**src/rtl/router_input_fifo_if.sv**
```systemverilog
// Flit link between upstream, router input FIFO and the output-port arbiters.
// The master modport is the upstream/arbiter side; the slave modport is the FIFO.
interface router_input_fifo_if #(
  parameter int DATA_WIDTH = 32,
  parameter int CNT_W      = 3
);
  logic                  DRTS;
  logic [DATA_WIDTH-1:0] RX;
  logic                  CTS;
  logic [4:0]            grant_vec;
  logic [DATA_WIDTH-1:0] data_out;
  logic                  empty;
  logic                  full;
  logic [CNT_W-1:0]      count;
  logic                  err_multi_grant;
  logic                  err_underflow;

  modport master (
    output DRTS, RX, grant_vec,
    input  CTS, data_out, empty, full, count, err_multi_grant, err_underflow
  );

  modport slave (
    input  DRTS, RX, grant_vec,
    output CTS, data_out, empty, full, count, err_multi_grant, err_underflow
  );
endinterface

```
**src/rtl/router_input_fifo.sv**
```systemverilog
// Per-input-port first-word-fall-through flit buffer with RTS/CTS write handshake
// and a one-pop-per-cycle read driven by any arbiter grant.
module router_input_fifo #(
  parameter int DATA_WIDTH = 32,
  parameter int DEPTH      = 4,
  parameter int CNT_W      = 3
) (
  input  logic               clk,
  input  logic               rst,
  router_input_fifo_if.slave bus
);
  localparam int PTR_W = $clog2(DEPTH);

  logic [DATA_WIDTH-1:0] mem [DEPTH];
  logic [PTR_W-1:0]      wr_ptr;
  logic [PTR_W-1:0]      rd_ptr;
  logic [CNT_W-1:0]      count_q;
  logic                  cts_q;
  logic                  err_mg_q;
  logic                  err_uf_q;
  logic                  wr_en;
  logic                  rd_en;
  logic                  empty_c;
  logic                  full_c;

  function automatic logic [CNT_W-1:0] next_count(
    input logic [CNT_W-1:0] cur,
    input logic             wr,
    input logic             rd
  );
    case ({wr, rd})
      2'b10:   return cur + CNT_W'(1);
      2'b01:   return cur - CNT_W'(1);
      default: return cur;
    endcase
  endfunction

  function automatic logic multi_hot(input logic [4:0] v);
    return $countones(v) > 1;
  endfunction

  assign empty_c = (count_q == '0);
  assign full_c  = (count_q == CNT_W'(DEPTH));
  // The CTS cycle is the write cycle; a pop on an empty buffer is suppressed.
  assign wr_en   = cts_q;
  assign rd_en   = (|bus.grant_vec) & ~empty_c;

  always_ff @(posedge clk) begin
    if (rst) begin
      wr_ptr   <= '0;
      rd_ptr   <= '0;
      count_q  <= '0;
      cts_q    <= 1'b0;
      err_mg_q <= 1'b0;
      err_uf_q <= 1'b0;
      for (int i = 0; i < DEPTH; i++) begin
        mem[i] <= '0;
      end
    end else begin
      // Never high two cycles running, so upstream sees one pulse per flit.
      cts_q    <= bus.DRTS & ~cts_q & ~full_c;
      err_mg_q <= multi_hot(bus.grant_vec);
      err_uf_q <= (|bus.grant_vec) & empty_c;
      count_q  <= next_count(count_q, wr_en, rd_en);
      if (wr_en) begin
        mem[wr_ptr] <= bus.RX;
        wr_ptr      <= wr_ptr + PTR_W'(1);
      end
      if (rd_en) begin
        rd_ptr <= rd_ptr + PTR_W'(1);
      end
    end
  end

  assign bus.CTS             = cts_q;
  assign bus.data_out        = mem[rd_ptr];
  assign bus.empty           = empty_c;
  assign bus.full            = full_c;
  assign bus.count           = count_q;
  assign bus.err_multi_grant = err_mg_q;
  assign bus.err_underflow   = err_uf_q;
endmodule

```
**src/flat_wrapper.sv**
```systemverilog
// flat-port wrapper written by rule: the top's interface ports become plain ports
module router_input_fifo_flat 
#(
  parameter int DATA_WIDTH = 32,
  parameter int DEPTH      = 4,
  parameter int CNT_W      = 3
)
  (clk, rst, bus_DRTS, bus_RX, bus_grant_vec, bus_CTS, bus_data_out, bus_empty, bus_full, bus_count, bus_err_multi_grant, bus_err_underflow);
  router_input_fifo_if #(.DATA_WIDTH(DATA_WIDTH), .CNT_W(CNT_W)) bus_i ();
  input  logic clk;
  input  logic rst;
  input wire logic [$bits(bus_i.DRTS)-1:0] bus_DRTS;
  input wire logic [$bits(bus_i.RX)-1:0] bus_RX;
  input wire logic [$bits(bus_i.grant_vec)-1:0] bus_grant_vec;
  output wire logic [$bits(bus_i.CTS)-1:0] bus_CTS;
  output wire logic [$bits(bus_i.data_out)-1:0] bus_data_out;
  output wire logic [$bits(bus_i.empty)-1:0] bus_empty;
  output wire logic [$bits(bus_i.full)-1:0] bus_full;
  output wire logic [$bits(bus_i.count)-1:0] bus_count;
  output wire logic [$bits(bus_i.err_multi_grant)-1:0] bus_err_multi_grant;
  output wire logic [$bits(bus_i.err_underflow)-1:0] bus_err_underflow;
  assign bus_i.DRTS = bus_DRTS;
  assign bus_i.RX = bus_RX;
  assign bus_i.grant_vec = bus_grant_vec;
  assign bus_CTS = bus_i.CTS;
  assign bus_data_out = bus_i.data_out;
  assign bus_empty = bus_i.empty;
  assign bus_full = bus_i.full;
  assign bus_count = bus_i.count;
  assign bus_err_multi_grant = bus_i.err_multi_grant;
  assign bus_err_underflow = bus_i.err_underflow;
  router_input_fifo #(.DATA_WIDTH(DATA_WIDTH), .DEPTH(DEPTH), .CNT_W(CNT_W)) u_core (.clk(clk), .rst(rst), .bus(bus_i));
endmodule
```
**config.mk**
```make
export PLATFORM = sky130hd
export DESIGN_NAME = router_input_fifo_flat
export DESIGN_NICKNAME = d
export VERILOG_FILES = /design/src/rtl/router_input_fifo_if.sv /design/src/rtl/router_input_fifo.sv /design/src/flat_wrapper.sv
export SDC_FILE = /design/constraint.sdc
export NUM_CORES = 1
export LEC_CHECK = 0
export BUFFER_PORTS_ARGS = -buffer_cell sky130_fd_sc_hd__buf_2
export CAP_MARGIN = 25
export CORE_UTILIZATION = 50
export CTS_CLUSTER_DIAMETER = 150
export DETAILED_ROUTE_END_ITERATION = 8
export PLACE_DENSITY = 0.73
export SETUP_SLACK_MARGIN = 0.4
export SLEW_MARGIN = 20
export SYNTH_ARGS = -nofsm -noshare
export SYNTH_HDL_FRONTEND = slang
export SYNTH_SLANG_ARGS = --single-unit
```
**constraint.sdc**
```tcl
create_clock -name clk -period 3.1 [get_ports clk]
set_clock_uncertainty 0.2 [all_clocks]
set_input_delay 0.62 -clock clk [delete_from_list [all_inputs] [get_ports clk]]
set_output_delay 0.62 -clock clk [all_outputs]
set_load 0.1 [all_outputs]
```
==> flow_summary.toml <==
[sta]
fmax_mhz = 380
rsz0062_at_grt = "no"
setup_violations = 0
setup-tns-final_ns = 0
worst_slew_pin_slew_ns = 0.925
finalWorstSetupSlack_ns = 0.468
slew-limit-headroom_pct = 38.3
hold_violations = 0
period_share_pct = 84.9
fin_crit_ns = 2.63
slew_violations = 0

[placement]
pre_cts_ws_ns = 0.333
place_congestion = 0.754
hpwl_mm = 6.70
port_buffers = 79
place_area_um2 = 6820

[floorplan]
die_x_um = 113
rows = 40
die_h_um = 113
die_area_um2 = 12700
ioPinCount = 80
fp.coreArea_um2 = 12000
initial_core_util_pct = 51.2

[clock_network]
root_buffer = "clkbuf_16"
clock_sink_count = 140
cts_buffers = 17
cts_max_path_buffers = 2
h-tree-depth = 4
cts_tree = "done"
clkTransAtPathRegs_ns = 0.06
clkLatencyLatePin_ns = 0.41
hold_buffers = 0

[synthesis]
synth-adder-area-share_pct = 1.87
synthMuxAreaShare_pct = 11.7
yosysTopAreaCellShare_pct = 62.5
synth_top_family_by_area = "simple AND/OR/NAND/NOR gates"
synthFlopType = "edfxtp_1"
yosys.area.top_type = "edfxtp_1"
synth_compound_area_share_pct = 1.12
synth_edf_count = 128
postSynth.asyncResetShare_pct = 0
synth-simple-area-share_pct = 16.1
ys_types = 33
synth-xor-area-share_pct = 0.570
synth_area_leaders = "edfxtp_1 63%, mux4_2 12%, and2_1 10%, dfxtp_1 3.9%, and2_2 3.3%"
synth_most_common_cell = "edfxtp_1"
post_synth_instance_area_um2 = 6150
syn_nets = 425
synth_common_cells = "128 x edfxtp_1, 101 x and2_1, 32 x mux4_2"
synth-seq-cells = 140
ys_seq_area_share_pct = 66.4
postSynthCellCount = 377
synth_warnings = 0
syn-mean-instance-area_um2 = 16.3

[detailed_routing]
vias = 3370
drc = 0
ant_nets = 0
drt_iter0_drc = 182
wirelength_mm = 11.5
first_pass_iters = 6
viasPerCell = 5.36
routedWlPerCell_um = 18.3

[global_routing]
grt_pass1_vias = 3494
grt_pass1_wl_mm = 18.1
antenna_found_initial = 1
grt_max_degree = 33
grt_usage_pct = 19.7
grt-ovfl-total = 0

[min_path]
hold_class = "input pin to flop"

[power]
p_leak_nw = 2.90
power.density_nw_per_um2 = 896
vdd_drop_max_uv = 938

[layout]
fin_nets = 516
fin_area_um2 = 7500
drive_above_1_share_pct = 41.0
area_delta_synth_final_pct = 22.1

[worst_setup_path]
crit_path_max_fanout = 11
critPathLaunchType = "flop"
arrival_ns = 1.81
worstSetupEndpointType = "output port"
worstSetupPathType = "flop to output port"
crit_required_ns = 2.28

[job]
drv_cap = 0

[run_status]
outcome = "complete, no violations"
-- state kept, by name, indices dropped and copies added (netlist names), named ones only --
| name | count |
|---|---|
| u_core.bus.CTS | 1 |
| u_core.bus.count | 3 |
| u_core.bus.err_multi_grant | 1 |
| u_core.bus.err_underflow | 1 |
| u_core.mem | 128 |
| u_core.rd_ptr | 2 |
| u_core.wr_ptr | 2 |
-- cell usage in the layout, fill, tap and decap left out, drive strengths merged, types with 6 or more instances in the layout --
cell type  Yosys  layout
edfxtp       128     128
and2         128     128
buf            8      87
mux4          32      32
clkbuf        13      23
inv           11      12
dfxtp         12      12
a21oi          7       7
clkinvlp       0       7
nor2           6       6
ha             6       6
clkinv         0       6
-- worst paths after layout --
kind	start	endpoint	slack (ns)	cells after the start
worst min register to register	u_core.rd_ptr[1]	flop	0.29	2
worst min-delay path	bus_DRTS	u_core.bus.CTS	0.28	2
worst max-delay path	flop	bus_data_out[26]	0.47	3
worst max register to register	u_core.bus.CTS	u_core.mem[0][14]	0.91	3
-- worst max-delay path: stages (launching register included) --
cell      delay [ns]
dfxtp_4         0.42
buf_12          0.17
mux4_2          0.51
clkbuf_4        0.29
-- repair_timing --
action / in CTS / in global routing
resized for setup: 21 / 12
endpoints found under the hold margin: 0 / 0
buffers inserted: 0 / 4
endpoints found under the setup margin: 28 / 29
cloned: 0 / 1
-- metal layers --
layer	part of all wire, %	wire [um]	up-vias	GRT usage, %
li1	-	-	1563	-
met2	54	6170	82	35.3
met4	0.97	111	0	6.58
met1	41	4740	1717	23.0
met3	4.2	479	8	5.30
met5	0	0	-	0
-- stage by stage --
stage / util (%) / hold WS, ns / instances / power, mW
final: 62.5 / 0.277 / 629 / 6.72
after global routing: 62.4 / 0.272 / 628 / 6.96
after CTS: 61.8 / 0.260 / 623 / 6.70
after detailed placement: 56.8 / 0.278 / 591 / 4.78
after global placement: 56.5 / 0.266 / 590 / 4.75
after floorplan: - / 0.253 / 377 / 4.37
-- report_power, final --
| group | internal, mW | leakage, nW | switching [mW] |
|---|---|---|---|
| sequential | 2.23 | 1.43 | 0.101 |
| clock | 1.10 | 0.248 | 0.761 |
| combinational | 0.691 | 1.22 | 1.84 |
| total | 4.01 | 2.90 | 2.71 |
-- cell type report --
cell class	count	area, um^2
Inverter	11	41.3
Clock inverter	15	126
Multi-Input combinational cell	205	1950
Tap cell	147	184
Fill cell	911	4510
Sequential cell	140	4100
Clock buffer	17	425
Antenna cell	1	2.50
Timing Repair Buffer	93	671
-- kinds of logic (layout without fill, tap and decap cells) --
kind of cell             Yosys count  count (layout)
AO/OA/AOI/OAI                     12              12
XOR/XNOR                           4               4
adder cells (fa/ha/maj)            8               8
buffers and inverters             32             136
flip-flops                       140             140
multiplexers                      32              32
other                              0               1
AND/OR/NAND/NOR                  149             149
Power figures use the tool's default switching activity.
